File: src/rtl/pipelined_addsub.sv
// Pipelined ripple-carry adder/subtractor with valid/ready handshake and NZCV flags.
// Optional feature macro: PIPELINED_ADDSUB_FLAGS_EN (flags built when defined, tied to 0 otherwise).
module pipelined_addsub #(
  parameter int unsigned WIDTH  = 64,
  parameter int unsigned STAGES = 4
) (
  input  logic             clk,
  input  logic             reset,
  input  logic             in_valid,
  output logic             in_ready,
  input  logic [WIDTH-1:0] a,
  input  logic [WIDTH-1:0] b,
  input  logic             cin,
  input  logic             sub,
  output logic             out_valid,
  input  logic             out_ready,
  output logic [WIDTH-1:0] result,
  output logic             flag_n,
  output logic             flag_z,
  output logic             flag_c,
  output logic             flag_v
);

  localparam int unsigned S  = WIDTH / STAGES;
  localparam int unsigned SW = S + 1;

  // Global stall: the whole pipe moves only when the output slot can drain.
  logic adv;
  assign adv      = !out_valid || out_ready;
  assign in_ready = adv;

  for (genvar k = 0; k < STAGES; k++) begin : stg
    logic                 vin;
    logic                 c_in;
    logic [S-1:0]         a_s;
    logic [S-1:0]         b_s;
    logic [S-1:0]         s_s;
    logic [(k+1)*S-1:0]   res_in;
    logic [(k+1)*S-1:0]   res;
    logic                 vld;
`ifdef PIPELINED_ADDSUB_FLAGS_EN
    logic                 z_in;
`endif

    // Slice operands: stage 0 takes the inputs (B inverted on subtract), later stages the skewed remainder.
    if (k == 0) begin : g_in
      assign vin    = in_valid;
      assign a_s    = a[S-1:0];
      assign b_s    = sub ? ~b[S-1:0] : b[S-1:0];
      assign c_in   = sub | cin;
      assign res_in = s_s;
`ifdef PIPELINED_ADDSUB_FLAGS_EN
      assign z_in   = 1'b1;
`endif
    end else begin : g_in
      assign vin    = stg[k-1].vld;
      assign a_s    = stg[k-1].g_rem.a_rem[S-1:0];
      assign b_s    = stg[k-1].g_rem.b_rem[S-1:0];
      assign c_in   = stg[k-1].g_rem.c_q;
      assign res_in = {s_s, stg[k-1].res};
`ifdef PIPELINED_ADDSUB_FLAGS_EN
      assign z_in   = stg[k-1].g_rem.z_q;
`endif
    end

    if (k < STAGES - 1) begin : g_rem
      localparam int unsigned RW = WIDTH - (k + 1) * S;
      logic          c_out;
      logic          c_q;
      logic [RW-1:0] a_nx;
      logic [RW-1:0] b_nx;
      logic [RW-1:0] a_rem;
      logic [RW-1:0] b_rem;
`ifdef PIPELINED_ADDSUB_FLAGS_EN
      logic          z_q;
`endif

      assign {c_out, s_s} = {1'b0, a_s} + {1'b0, b_s} + SW'(c_in);

      // Unprocessed high slices, lowest pending slice at bit 0.
      if (k == 0) begin : g_src
        assign a_nx = a[WIDTH-1:S];
        assign b_nx = sub ? ~b[WIDTH-1:S] : b[WIDTH-1:S];
      end else begin : g_src
        localparam int unsigned PRW = WIDTH - k * S;
        assign a_nx = stg[k-1].g_rem.a_rem[PRW-1:S];
        assign b_nx = stg[k-1].g_rem.b_rem[PRW-1:S];
      end

      // Inter-slice carry and skewed operand registers.
      always_ff @(posedge clk or posedge reset) begin
        if (reset) begin
          c_q   <= 1'b0;
          a_rem <= '0;
          b_rem <= '0;
`ifdef PIPELINED_ADDSUB_FLAGS_EN
          z_q   <= 1'b0;
`endif
        end else if (adv && vin) begin
          c_q   <= c_out;
          a_rem <= a_nx;
          b_rem <= b_nx;
`ifdef PIPELINED_ADDSUB_FLAGS_EN
          z_q   <= z_in & (s_s == '0);
`endif
        end
      end
    end else begin : g_last
`ifdef PIPELINED_ADDSUB_FLAGS_EN
      logic c_out;
      logic n_q;
      logic z_q;
      logic c_q;
      logic v_q;

      assign {c_out, s_s} = {1'b0, a_s} + {1'b0, b_s} + SW'(c_in);

      // NZCV from the MSB slice; Z folds in the zero status of the lower slices.
      always_ff @(posedge clk or posedge reset) begin
        if (reset) begin
          n_q <= 1'b0;
          z_q <= 1'b0;
          c_q <= 1'b0;
          v_q <= 1'b0;
        end else if (adv && vin) begin
          n_q <= s_s[S-1];
          z_q <= z_in & (s_s == '0);
          c_q <= c_out;
          v_q <= (a_s[S-1] == b_s[S-1]) && (s_s[S-1] != a_s[S-1]);
        end
      end
`else
      assign s_s = a_s + b_s + S'(c_in);
`endif
    end

    // Stage valid bit and de-skewed partial result.
    always_ff @(posedge clk or posedge reset) begin
      if (reset) begin
        vld <= 1'b0;
        res <= '0;
      end else if (adv) begin
        vld <= vin;
        if (vin) res <= res_in;
      end
    end
  end

  assign out_valid = stg[STAGES-1].vld;
  assign result    = stg[STAGES-1].res;

`ifdef PIPELINED_ADDSUB_FLAGS_EN
  assign flag_n = stg[STAGES-1].g_last.n_q;
  assign flag_z = stg[STAGES-1].g_last.z_q;
  assign flag_c = stg[STAGES-1].g_last.c_q;
  assign flag_v = stg[STAGES-1].g_last.v_q;
`else
  assign flag_n = 1'b0;
  assign flag_z = 1'b0;
  assign flag_c = 1'b0;
  assign flag_v = 1'b0;
`endif

endmodule

File: config.mk
export PLATFORM = sky130hd
export DESIGN_NAME = pipelined_addsub
export DESIGN_NICKNAME = d
export VERILOG_FILES = /design/src/rtl/pipelined_addsub.sv
export SDC_FILE = /design/constraint.sdc
export NUM_CORES = 1
export LEC_CHECK = 0
export ABC_AREA = 1
export BUFFER_PORTS_ARGS = -buffer_cell sky130_fd_sc_hd__clkbuf_2
export CAP_MARGIN = 0
export CORE_ASPECT_RATIO = 1.2
export CORE_UTILIZATION = 50
export DETAILED_ROUTE_END_ITERATION = 10
export GPL_TIMING_DRIVEN = 0
export PLACE_DENSITY = 0.73
export SLEW_MARGIN = 20
export SYNTH_ARGS = -nofsm -noshare
export SYNTH_HDL_FRONTEND = slang
export SYNTH_SLANG_ARGS = --single-unit
File: constraint.sdc
create_clock -name clk -period 9.2 [get_ports clk]
set_input_delay 0 -clock clk [delete_from_list [all_inputs] [get_ports clk]]
set_output_delay 0 -clock clk [all_outputs]
set_load 0.03 [all_outputs]
==> results by group <==
Timing
  • Slew headroom: 55.7%
  • Final period utilization: 23.9%
  • Final setup viols: 0
  • Setup TNS Final: 0 ns
  • Least-Margin Pin Slew: 0.665 ns
  • Pins Over Slew Limit: 0
  • RSZ-0062 raised after global routing: false
  • Setup ws final: 7.00 ns
  • Final Hold Fails: 0
  • Final min period: 2.20 ns
  • Clock Skews: 0.00965 ns
  • Fmax: 455 MHz

Layout
  • P&R area growth vs syn: 24.4%
  • Number of antenna diodes: 0
  • Share of layout cells above drive strength 1: 13.2%
  • Nets@finish: 2804
  • Design Area, Final: 21900 sq um

Clock network
  • TritonCTS clock tree: yes
  • Setup bufs post-CTS: 0
  • Total CTS buffers: 37
  • Clk Latency, worst-skew pair: 0.54 ns
  • CTS H-tree depth: 2
  • Clock transition at path regs: 0.06 ns
  • CTS Root Cell: clkbuf_16
  • Clock sink count: 359
  • Clock buffer depth: 3

Status
  • Status: finished, final reports clean

Floorplan
  • Die H: 207 microns
  • Die Area: 35900 sq um
  • FP Rows: 74
  • I/O Pins: 204
  • CORE AREA: 34400 sq um
  • DIE WIDTH: 173 microns
  • Starting Density: 51.2%

Placed design
  • Placement Setup Slack: 6.76 ns
  • Final GP Congestion: 0.864
  • Buffers on Ports: 198
  • DP Area: 19400 sq um
  • DP HPWL: 33900 microns

Job
  • MaxCap Viol Count: 0

Worst setup path
  • CP required: 9.62 ns
  • Data arrival, critical path: 2.62 ns
  • Crit. End Element: flip-flop
  • Maximum fanout along the worst path: 4
  • Setup CP Type: reg2reg
  • Crit start category: flip-flop

Detailed routing
  • Drc violations: 0
  • Wire per inst: 14.9 microns
  • Iteration count of the initial detailed-routing pass: 5
  • Initial DRC Count: 932
  • DR vias/cell: 4.90
  • Antenna-violating nets left: 0
  • DR vias: 15.1k
  • Routed wire length: 45900 microns

Logic synthesis
  • Post-Syn Area: 17600 sq um
  • Synthesized area per cell: 7.90 sq um
  • Seq cells post-synth: 359
  • Seq/Total Area, Yosys: 51.1%
  • Netlist cell types: 29
  • Ys Warns: 0
  • Syn Inst Count: 2226
  • Largest cells by area after synthesis: dfrtp_1, nand2_1, inv_1
  • Top cell type by total area after synthesis: dfrtp_1
  • EDFF count, synth: 0
  • Top_reg_cell synth: dfrtp_1
  • Yosys top cell area share: 51.1%
  • Ys async rst share: 100%

Global routing
  • Largest net degree at the start of global routing: 37
  • Vias in the first global route: 15.2k
  • Gr ovfl total: 0
  • GRT Overall Usage: 26.4%
  • Antenna violations before repair: 0
  • First-pass GRT wire length: 75600 microns

Power
  • Peak supply drop: 0.000163 V
  • Leakage: 12.0 nW
  • Pwr per Cell Area: 314 nW/um^2

Hold path
  • Hold/Removal Path Class: in2reg
state kept, by name, indices dropped and copies added (netlist names):
| name | cells |
|---|---|
| stg.g_rem.a_rem | 96 |
| stg.g_rem.b_rem | 96 |
| stg.res | 96 |
| result | 64 |
| stg.g_rem.c_q | 3 |
| stg.vld | 3 |
| out_valid | 1 |
cell families after synthesis:
group                    after synthesis  synth area share [%]
XOR/XNOR                              79                  3.93
other                                  1                0.0213
AO/OA/AOI/OAI                        166                  4.74
adder cells (fa/ha/maj)               67                  5.11
flip-flops                           359                  51.1
buffers and inverters                288                  6.71
AND/OR/NAND/NOR                     1266                  28.4
final timing paths:
path                                             start  cells after the start                      to  slack, ns
max in group asynchronous                        reset                      8          stg[2].res[37]       7.45
min in group asynchronous                        reset                      4  stg[0].g_rem.a_rem[40]       0.56
worst min-delay path                               sub                      3  stg[0].g_rem.b_rem[47]       0.02
worst max register to register        stg[1].g_rem.c_q                     10          stg[2].res[46]       7.00
worst min register to register  stg[0].g_rem.b_rem[31]                      2  stg[1].g_rem.b_rem[15]       0.47
worst max-delay path                  stg[1].g_rem.c_q                     10          stg[2].res[46]       7.00
routing by layer:
layer / GRT usage (%) / routed length (microns) / up-vias
met5: 0 / 0 / -
met4: 11.3 / 2000 / 0
met3: 3.32 / 2110 / 110
met2: 46.7 / 22800 / 382
met1: 32.3 / 19000 / 7063
li1: - / - / 7586
cells in the mapped netlist, types with 22 or more instances:
master,number
nand2_1,1082
nand3_1,81
xor2_1,22
inv_1,198
buf_2,46
clkbuf_1,29
xnor2_1,57
dfrtp_1,359
a21oi_1,30
nor2_1,46
ha_1,59
o21ai_0,134
report_power, final:
part | total, W | switching, W | leakage (nW) | internal [W]
Combinational | 0.00278 | 0.00183 | 6.94 | 0.000951
Sequential | 0.00259 | 0.000379 | 4.51 | 0.00221
Clock | 0.00152 | 0.000628 | 0.607 | 0.000887
cells in the final DEF, fill, tap and decap left out, types with 39 or more instances in the layout:
cell type      instances
buf_2                 46
clkbuf_16             39
clkbuf_2             198
dfrtp_1              359
dlygate4sd3_1        126
ha_1                  59
inv_1                197
nand2_1             1082
nand3_1               81
nor2_1                46
o21ai_0              134
xnor2_1               57
per-stage QoR:
| step | utilization [%] | std cells | hold WS, ns | total power [W] |
|---|---|---|---|---|
| floorplan | - | 2229 | 0.110 | 0.00448 |
| CTS | 63.7 | 3087 | 0.00827 | 0.00692 |
| finish | 63.7 | 3087 | 0.0205 | 0.00688 |
| global route | 63.7 | 3087 | 0.0504 | 0.00742 |
| global placement | 55.8 | 2883 | 0.198 | 0.00523 |
| detailed placement | 56.4 | 2894 | -0.00871 | 0.00532 |
cell type report:
type | count | area, sq um
Multi-Input combinational cell | 1582 | 7440
Sequential cell | 359 | 8980
Fill cell | 2914 | 12500
Clock buffer | 51 | 1080
Inverter | 203 | 766
Timing Repair Buffer | 335 | 2470
Tap cell | 456 | 571
Clock inverter | 16 | 159
Buffer | 85 | 418
timing repair:
item	in CTS	in global routing
endpoints found under the hold margin	265	0
hold buffers	126	0
resized for setup	0	0
worst max-delay path, cell delays in order, from the launching register on:
cell and delay [ns]:
dfrtp_1 0.44, fa_1 0.49, fa_1 0.40, nand2_1 0.09, nand2_1 0.07, nand3b_1 0.08, nand2_1 0.12, nand2_1 0.12
nand3_1 0.08, nand3_1 0.14, nand2_1 0.06
No activity file was read; power rests on OpenSTA's default activity.
